===== config.mk =====
export PLATFORM = sky130hd
export DESIGN_NAME = sram_clear_arbiter
export DESIGN_NICKNAME = d
export VERILOG_FILES = /design/src/rtl/sram_arb_pkg.sv /design/src/rtl/sram_write_seq.sv /design/src/rtl/sram_clear_arbiter.sv
export SDC_FILE = /design/constraint.sdc
export NUM_CORES = 1
export LEC_CHECK = 0
export CELL_PAD_IN_SITES_DETAIL_PLACEMENT = 2
export CELL_PAD_IN_SITES_GLOBAL_PLACEMENT = 2
export CORE_MARGIN = 5
export CORE_UTILIZATION = 23
export CTS_CLUSTER_SIZE = 14
export DETAILED_ROUTE_END_ITERATION = 8
export HOLD_SLACK_MARGIN = 0.03
export PLACE_DENSITY_LB_ADDON = 0.05
export SETUP_SLACK_MARGIN = 0.15
export SYNTH_ARGS = -nofsm -noshare
export SYNTH_HDL_FRONTEND = slang
export SYNTH_SLANG_ARGS = --single-unit

===== constraint.sdc =====
create_clock -name clk_sys -period 2.28 [get_ports clk_sys]
set_input_delay 0.456 -clock clk_sys [delete_from_list [all_inputs] [get_ports clk_sys]]
set_output_delay 0.456 -clock clk_sys [all_outputs]
set_load 0.02 [all_outputs]

===== src/rtl/sram_arb_pkg.sv =====
// sram_arb_pkg: shared state encoding and constants for the SRAM clear/load arbiter
package sram_arb_pkg;
    typedef enum logic [2:0] {IDLE, CLR_SETUP, CLR_WE, CLR_HOLD, LD_SETUP, LD_WE, LD_HOLD} state_t;
    localparam logic [7:0] SRAM_IDLE_BYTE = 8'hFF;
endpackage


===== src/rtl/sram_write_seq.sv =====
// sram_write_seq: nWE timing of one SRAM byte write (SETUP, WR_CYCLES of WE, HOLD)
module sram_write_seq #(
    parameter int WR_CYCLES = 2
) (
    input  logic clk_i,
    input  logic rst_i,
    input  logic start_i,
    output logic nwe_o,
    output logic done_o
);
    localparam int CW = WR_CYCLES > 1 ? $clog2(WR_CYCLES) : 1;
    logic [CW-1:0] cnt_q, cnt_d;
    logic nwe_q, nwe_d;
    // start_i marks SETUP; nWE then stays low WR_CYCLES cycles and done_o flags the last one
    always_comb begin
        done_o = ~nwe_q & (cnt_q == '0);
        nwe_d  = start_i ? 1'b0 : done_o ? 1'b1 : nwe_q;
        cnt_d  = start_i ? CW'(WR_CYCLES - 1) : (~nwe_q & ~done_o) ? cnt_q - 1'b1 : cnt_q;
    end
    // nWE and the low-phase counter are registered so the pin never glitches
    always_ff @(posedge clk_i or posedge rst_i) begin
        if (rst_i) begin
            nwe_q <= 1'b1;
            cnt_q <= '0;
        end else begin
            nwe_q <= nwe_d;
            cnt_q <= cnt_d;
        end
    end
    assign nwe_o = nwe_q;
endmodule


===== src/rtl/sram_clear_arbiter.sv =====
// sram_clear_arbiter: shares the SRAM port between the clear engine, the HPS loader and the core
module sram_clear_arbiter
    import sram_arb_pkg::*;
#(
    parameter int         ADDR_W      = 21,
    parameter int         CLEAR_WORDS = 2**21,
    parameter logic [7:0] FILL_VALUE  = 8'hFF,
    parameter int         WR_CYCLES   = 2,
    parameter bit         CLR_ON_RST  = 1'b1
) (
    input  logic              clk_sys,
    input  logic              reset,
    input  logic              clear_req,
    output logic              clear_busy,
    output logic              core_hold,
    input  logic              ld_req,
    input  logic [ADDR_W-1:0] ld_addr,
    input  logic [7:0]        ld_data,
    output logic              ld_ack,
    input  logic [ADDR_W-1:0] core_a,
    input  logic [7:0]        core_dq_o,
    output logic [7:0]        core_dq_i,
    input  logic              core_nce,
    input  logic              core_noe,
    input  logic              core_nwe,
    output logic [ADDR_W-1:0] sram_a,
    output logic [7:0]        sram_dq_o,
    output logic              sram_dq_oe,
    input  logic [7:0]        sram_dq_i,
    output logic              sram_nce,
    output logic              sram_noe,
    output logic              sram_nwe
);
    localparam state_t            RST_STATE = CLR_ON_RST ? CLR_SETUP : IDLE;
    localparam logic [ADDR_W-1:0] LAST_ADDR = ADDR_W'(CLEAR_WORDS - 1);
    state_t state_q, state_d;
    logic [ADDR_W-1:0] clr_addr_q, clr_addr_d, a_q, a_d;
    logic [7:0] dq_q, dq_d;
    logic pend_q, pend_d, ack_q, ack_d, nce_q, nce_d, oe_q, oe_d;
    logic clr_go, clr_st_d, idle, seq_start, seq_done, seq_nwe;

    sram_write_seq #(.WR_CYCLES(WR_CYCLES)) u_seq (
        .clk_i  (clk_sys),
        .rst_i  (reset),
        .start_i(seq_start),
        .nwe_o  (seq_nwe),
        .done_o (seq_done)
    );

    assign idle      = state_q == IDLE;
    assign seq_start = state_q inside {CLR_SETUP, LD_SETUP};

    // next state: a pending clear beats the loader; a clear request restarts a pass at the next SETUP
    always_comb begin
        clr_go     = pend_q | clear_req;
        state_d    = state_q;
        clr_addr_d = clr_addr_q;
        pend_d     = clr_go;
        ack_d      = 1'b0;
        case (state_q)
            IDLE: begin
                if (clr_go) begin
                    state_d    = CLR_SETUP;
                    clr_addr_d = '0;
                    pend_d     = 1'b0;
                end else if (ld_req) state_d = LD_SETUP;
            end
            CLR_SETUP: state_d = CLR_WE;
            CLR_WE:    state_d = seq_done ? CLR_HOLD : CLR_WE;
            CLR_HOLD: begin
                if (clr_go) begin
                    state_d    = CLR_SETUP;
                    clr_addr_d = '0;
                    pend_d     = 1'b0;
                end else if (clr_addr_q == LAST_ADDR) state_d = IDLE;
                else begin
                    state_d    = CLR_SETUP;
                    clr_addr_d = clr_addr_q + 1'b1;
                end
            end
            LD_SETUP:  state_d = LD_WE;
            LD_WE:     state_d = seq_done ? LD_HOLD : LD_WE;
            LD_HOLD: begin
                state_d = IDLE;
                ack_d   = 1'b1;
            end
            default:   state_d = IDLE;
        endcase
        clr_st_d = state_d inside {CLR_SETUP, CLR_WE, CLR_HOLD};
        a_d      = clr_st_d ? clr_addr_d : (idle && state_d == LD_SETUP) ? ld_addr : a_q;
        dq_d     = clr_st_d ? FILL_VALUE : (idle && state_d == LD_SETUP) ? ld_data : dq_q;
        nce_d    = state_d == IDLE;
        oe_d     = state_d != IDLE;
    end

    // state, clear counter and the registered write-side SRAM controls
    always_ff @(posedge clk_sys or posedge reset) begin
        if (reset) begin
            state_q    <= RST_STATE;
            clr_addr_q <= '0;
            a_q        <= '0;
            dq_q       <= '0;
            pend_q     <= 1'b0;
            ack_q      <= 1'b0;
            nce_q      <= 1'b1;
            oe_q       <= 1'b0;
        end else begin
            state_q    <= state_d;
            clr_addr_q <= clr_addr_d;
            a_q        <= a_d;
            dq_q       <= dq_d;
            pend_q     <= pend_d;
            ack_q      <= ack_d;
            nce_q      <= nce_d;
            oe_q       <= oe_d;
        end
    end

    assign clear_busy = clear_req | pend_q | (state_q inside {CLR_SETUP, CLR_WE, CLR_HOLD});
    assign core_hold  = ~idle;
    assign ld_ack     = ack_q;
    assign sram_a     = idle ? core_a : a_q;
    assign sram_dq_o  = idle ? core_dq_o : dq_q;
    assign sram_dq_oe = idle ? ~core_nwe & ~core_nce : oe_q;
    assign sram_nce   = idle ? core_nce : nce_q;
    assign sram_noe   = idle ? core_noe : 1'b1;
    assign sram_nwe   = idle ? core_nwe : seq_nwe;
    assign core_dq_i  = idle ? sram_dq_i : SRAM_IDLE_BYTE;
endmodule


## Word level (Yosys, flattened, before mapping)

Cells that the tools add are included.

- Logic and storage cells: 73
- Bits of input ports: 73
- Output and inout bits: 44
- Register bits after elaboration: 59

- Multiplexer cells: 28
- Reductions and logical operators: 11
- Add/subtract/negate cells: 2
- Bitwise operators: 11
- Equality and inequality tests: 11

Operators with widths:

| operator | count |
|---|---|
| $mux 21 | 6 |
| $pmux 21 s2 | 1 |
| $mux 8 | 4 |
| $add 21x1->21 const B | 1 |
| $eq 21x21->1 const B | 1 |
| $pmux 3 s6 | 1 |
| $mux 1 | 13 |
| $eq 3x2->1 const B | 4 |
| $eq 3x3->1 const B | 4 |
| $reduce_bool 3->1 | 3 |
| $reduce_bool 2->1 | 4 |
| $eq 3x1->1 const B | 2 |
| $logic_not 3->1 | 2 |
| $mux 3 | 2 |
| $not 1->1 | 6 |
| $and 1x1->1 | 3 |
| $mux 2 | 1 |
| $or 1x1->1 | 2 |
| $reduce_or 2->1 | 1 |
| $logic_and 1x1->1 | 1 |
| $sub 1x1->1 const B | 1 |

## Logic depth before layout (Yosys ltp)

- Depth after elaboration: 8
- Depth in mapped cells: 8
- Depth with buffers taken out: 7

## By module

A second synthesis with hierarchy kept.

- Cells, all modules: 423
- Area total of the unflattened synthesis: 3472.1 µm²

By module, submodules not included:

| module | area an instance (µm²) | times used | sequential area each (µm²) | cells each |
|---|---|---|---|---|
| sram_clear_arbiter | 3393.3 | 1 | 1428.9 | 416 |
| sram_write_seq | 78.8 | 1 | 51.3 | 7 |

## Least setup slack after synthesis

No wires, ideal clock.

- Path type: register -> register
- From: register clr_addr_q[0]
- To: register a_q[20]
- Stages on the path, launching flop included: 8
- Path slack: 0.153 ns
- Path buffers: 1
- Data required time: 2.154 ns
- Setup time: 0.126 ns
- Data arrival time: 2.001 ns
- Period minus slack after synthesis: 2.127 ns
- Cell sequence: dfrtp_1 > ha_1 > nand4_1 > or4_1 > buf_2 > o31ai_4 > nor3_1 > a221o_1

- Cells in the longest elaborated chain, start to end: 7
- Elaborated cells on any way between the ends: 16
- Classes of those cells: 1 x add/sub; 5 x eq/ne; 7 x mux; 3 x reduce/logical

RTL lines:

| item | RTL line | text |
|---|---|---|
| from (decl) | sram_clear_arbiter.sv:37 | `logic [ADDR_W-1:0] clr_addr_q, clr_addr_d, a_q, a_d;` |
| from (signal assigned) | sram_clear_arbiter.sv:109 | `clr_addr_q <= clr_addr_d;` |
| parallel branches: the longest is 7 deep, another holds $add 21x1->21 | - |  |
| to (signal assigned) | sram_clear_arbiter.sv:101 | `a_q <= '0;` |
| to (signal assigned) | sram_clear_arbiter.sv:110 | `a_q <= a_d;` |
| to (decl) | sram_clear_arbiter.sv:37 |  |

Several ways; the timed one is not identified.
A chain may end at the register's enable or synchronous reset.

## Final worst setup path

- From: register state_q[0]
- To: output port sram_dq_oe

- Cells in the longest elaborated chain, start to end: 2

RTL lines:

| item | RTL line | text |
|---|---|---|
| from (decl) | sram_clear_arbiter.sv:36 | `state_t state_q, state_d;` |
| from (signal assigned) | sram_clear_arbiter.sv:108 | `state_q <= state_d;` |
| $logic_not 3->1 | sram_clear_arbiter.sv:50 | `assign idle = state_q == IDLE;` |
| $mux 1 | sram_clear_arbiter.sv:124 | `assign sram_dq_oe = idle ? ~core_nwe & ~core_nce : oe_q;` |
| to (decl) | sram_clear_arbiter.sv:28 | `output logic sram_dq_oe,` |

Every way passes these cells.

==> impl_results.md <==
- Status: finished clean
- CTS tree: done
- Final slew viol count: 0
- Distinct cells, synth: 56
- Top cells by area, synth: dfrtp_1, nand2_1, nand3_1, o21ai_0, nor2_1
- Tightest Hold Check Type: register to register
- FMAX: 447 MHz
- Leading area contributor after synthesis: dfrtp_1
- Sw Share: between 40% and 50%
- Largest net degree at the start of global routing: 60
- First-pass GRT wire length: 26400 µm
- Post-Syn Instances: roughly 460
- Gate power share: 67.3%
- Cts hold-fix bufs: 0
- WS Path Type: register to output port
- Initial antenna violation count: 1
- Register area share after synthesis: 42.3%
- Post-synth EDFFs: 0
- Vias per Instance: 4.90
- Clock Power Share: 15.7%
- Post-Syn Nets: 530
- Reg power frac: 17.0%
- Internal power: 4.82 mW
- Num ports: 117
- Synth Flop Type: dfrtp_1
- Psw: 3.56 mW
- PD cells: between 1000 and 1500 nW/µm²
- Async set or reset register ratio after synthesis: 100%
- H-Tree Depth: 3
- Final Power: about 8.4 mW
- Fin crit period: between 2 and 2.5 ns
- Worst hold margin: 0.473 ns
- Most numerous cell in the Yosys netlist: nand2_1
- Clk_lat worst skew: 0.34 ns
- Worst-Margin Slew: 0.469 ns
- Slew headroom: around two thirds
- Most common cell on crit path: buf_6
- GRT Total Usage: approximately a fifth
- Final ANT Viol Nets: 0
- Full die area: 17800 µm²
- Via count: 4124
- Placed cell area: about 5400 µm²
- Peak VDD IR: 0.000461 V
- WP data required: 1.82 ns
- Grt ovf: 0
- Netlist Area Pre-Place: between 3000 and 4000 µm²
- Crit path cell chain: or2_4, nor2_4, buf_6, inv_8, buf_6, nand2_1, o31ai_1, buf_2
- Yosys reg bits: 59
- Clock Skews: 0.00524 ns
- Final WS setup: 0.0424 ns
- CP startpoint kind: register
- Wire per inst: 20.9 µm
- Synth top cells by count: nand2_1, dfrtp_1, nor2_1
- Utilization of the core after routing: 43.8%
- Top cell type's share of synthesized area: 40.0%
- Leak pwr: 2.95 nW
- Final worst-path cycle share: 98.1%
- Clock slew at reported path FFs: 0.05 ns
- Detailed-placement wirelength estimate: about 11000 µm
- Initial Utilization: 23.2%
- Root buffer cell: clkbuf_16
- CTS sink count: 59
- CP max FO: 6
- Critical Path AT: 1.78 ns
- Row count: 45
- Die height: 133 µm
- Vias in the first global route: 4614
- Pre-CTS setup slack: -0.182 ns
- CTS Buffer Depth: 2
- CP Capture Type: output port
- DRC viols: 0
- DR iter-0 viols: 188
- Port bufs: 116
- Ratio of cells with drive above 1 in the final layout: 42.3%
- Core area: roughly 15000 µm²
- GPL Wtd Cong: 0.819
- Routed wire length: 17600 µm
- Slowest stage delay, CP: 0.53 ns
- Final net count: 723
- DRT Pass-1 Iters: 4
- CTS Buf Count: 9
- Die W: 133 µm
- Final Hold Fails: 0
- Unrepaired setup endpoints after global routing: true
- Final-report setup violation count: 0
- Mean Syn Cell Area: 7.68 µm²
- Yosys warns: 0
- Layout Area Growth over Synthesis: 89.0%
- Worst path slowest cell: dfstp_2
- Post-Layout Inst Area: around 6600 µm²
- MaxCap Viol Count: 0
- R2R Setup Slk: 0.12 ns
==> worst paths after layout <==
kind / startpoint / endpoint / depth (start not counted)
max: state_q[0] / sram_dq_oe / 8
min: u_seq.cnt_q / u_seq.nwe_o / 1
max reg2reg: clr_addr_q[1] / a_q[0] / 7
min reg2reg: u_seq.cnt_q / u_seq.nwe_o / 1
max in group asynchronous: reset / u_seq.nwe_o / 3
min in group asynchronous: reset / a_q[8] / 3
==> power groups by stage <==
stage | clock [mW] | combinational [mW] | sequential [mW]
global route | 1.39 | 6.03 | 1.44
detailed placement | 0 | 3.94 | 1.40
global placement | 0 | 3.87 | 1.40
floorplan | 0 | 2.02 | 1.37
finish | 1.31 | 5.64 | 1.42
CTS | 1.34 | 4.61 | 1.39
==> layout by cell type, fill, tap and decap left out, drive strengths merged, types with 2 or more instances in the layout <==
cell type and instances:
a2111oi 2, a21o 7, a21oi 17, a221o 2
a22o 4, a311oi 2, a31o 4, a31oi 11
and2 3, and3 3, and4 4, buf 132
clkbuf 17, clkdlybuf4s50 73, clkinv 2, dfrtp 56
dfstp 3, inv 11, nand2 158, nand2b 2
nand3 25, nand3b 2, nand4 8, nor2 31
nor3 8, nor4 2, o211ai 2, o21a 9
o21ai 22, o31a 2, o31ai 3, or2 2
or3 10
==> critical path: cells and delay by family (launching register included) <==
kind                   cells  cell delay (ns)
DFF                        1             0.53
AOI/OAI and AO/OA          1             0.06
and+or+nand+nor            3             0.24
buffers and inverters      4             0.60
==> stage by stage <==
| stage | std cells | TNS (ns) |
|---|---|---|
| after detailed placement | 801 | -1.44 |
| after CTS | 833 | 0 |
| after global placement | 801 | -1.21 |
| after floorplan | 456 | 0 |
| after global routing | 842 | -0.112 |
| final | 842 | 0 |
==> cell type report <==
class	count	area [µm²]
Clock buffer	13	270
Clock inverter	2	10.0
Fill cell	1668	8470
Sequential cell	59	1480
Multi-Input combinational cell	358	2340
Antenna cell	1	2.50
Tap cell	188	235
Timing Repair Buffer	210	2230
Inverter	11	48.8
==> logic make-up after synthesis <==
kind of cell | after synthesis | share of synthesized area (%)
compound gates | 96 | 18.9
fa+ha+maj | 1 | 0.357
simple gates | 259 | 32.7
flops | 59 | 42.3
buf+inv | 39 | 5.25
xor+xnor | 2 | 0.500
==> per-layer routing <==
layer	global-route usage [%]	up-vias	wire (µm)
li1	-	1969	-
met1	24.2	2038	7830
met2	32.0	95	8570
met3	4.83	22	807
met4	4.69	0	425
met5	0	-	0
==> state kept, by name, summed over array words and instances (netlist names) <==
register,cells
u_seq.nwe_o,1
clr_addr_q,21
oe_q,1
nce_q,1
dq_q,8
a_q,21
pend_q,1
state_q,3
u_seq.cnt_q,1
ld_ack,1
==> timing repair <==
action / 4_1_cts / 5_1_grt
buffers inserted: 11 / 4
pin swaps: 9 / 47
setup endpoints to repair: 82 / 61
gates cloned: 6 / 4
resized for setup: 241 / 166
Power figures use the tool's default switching activity.
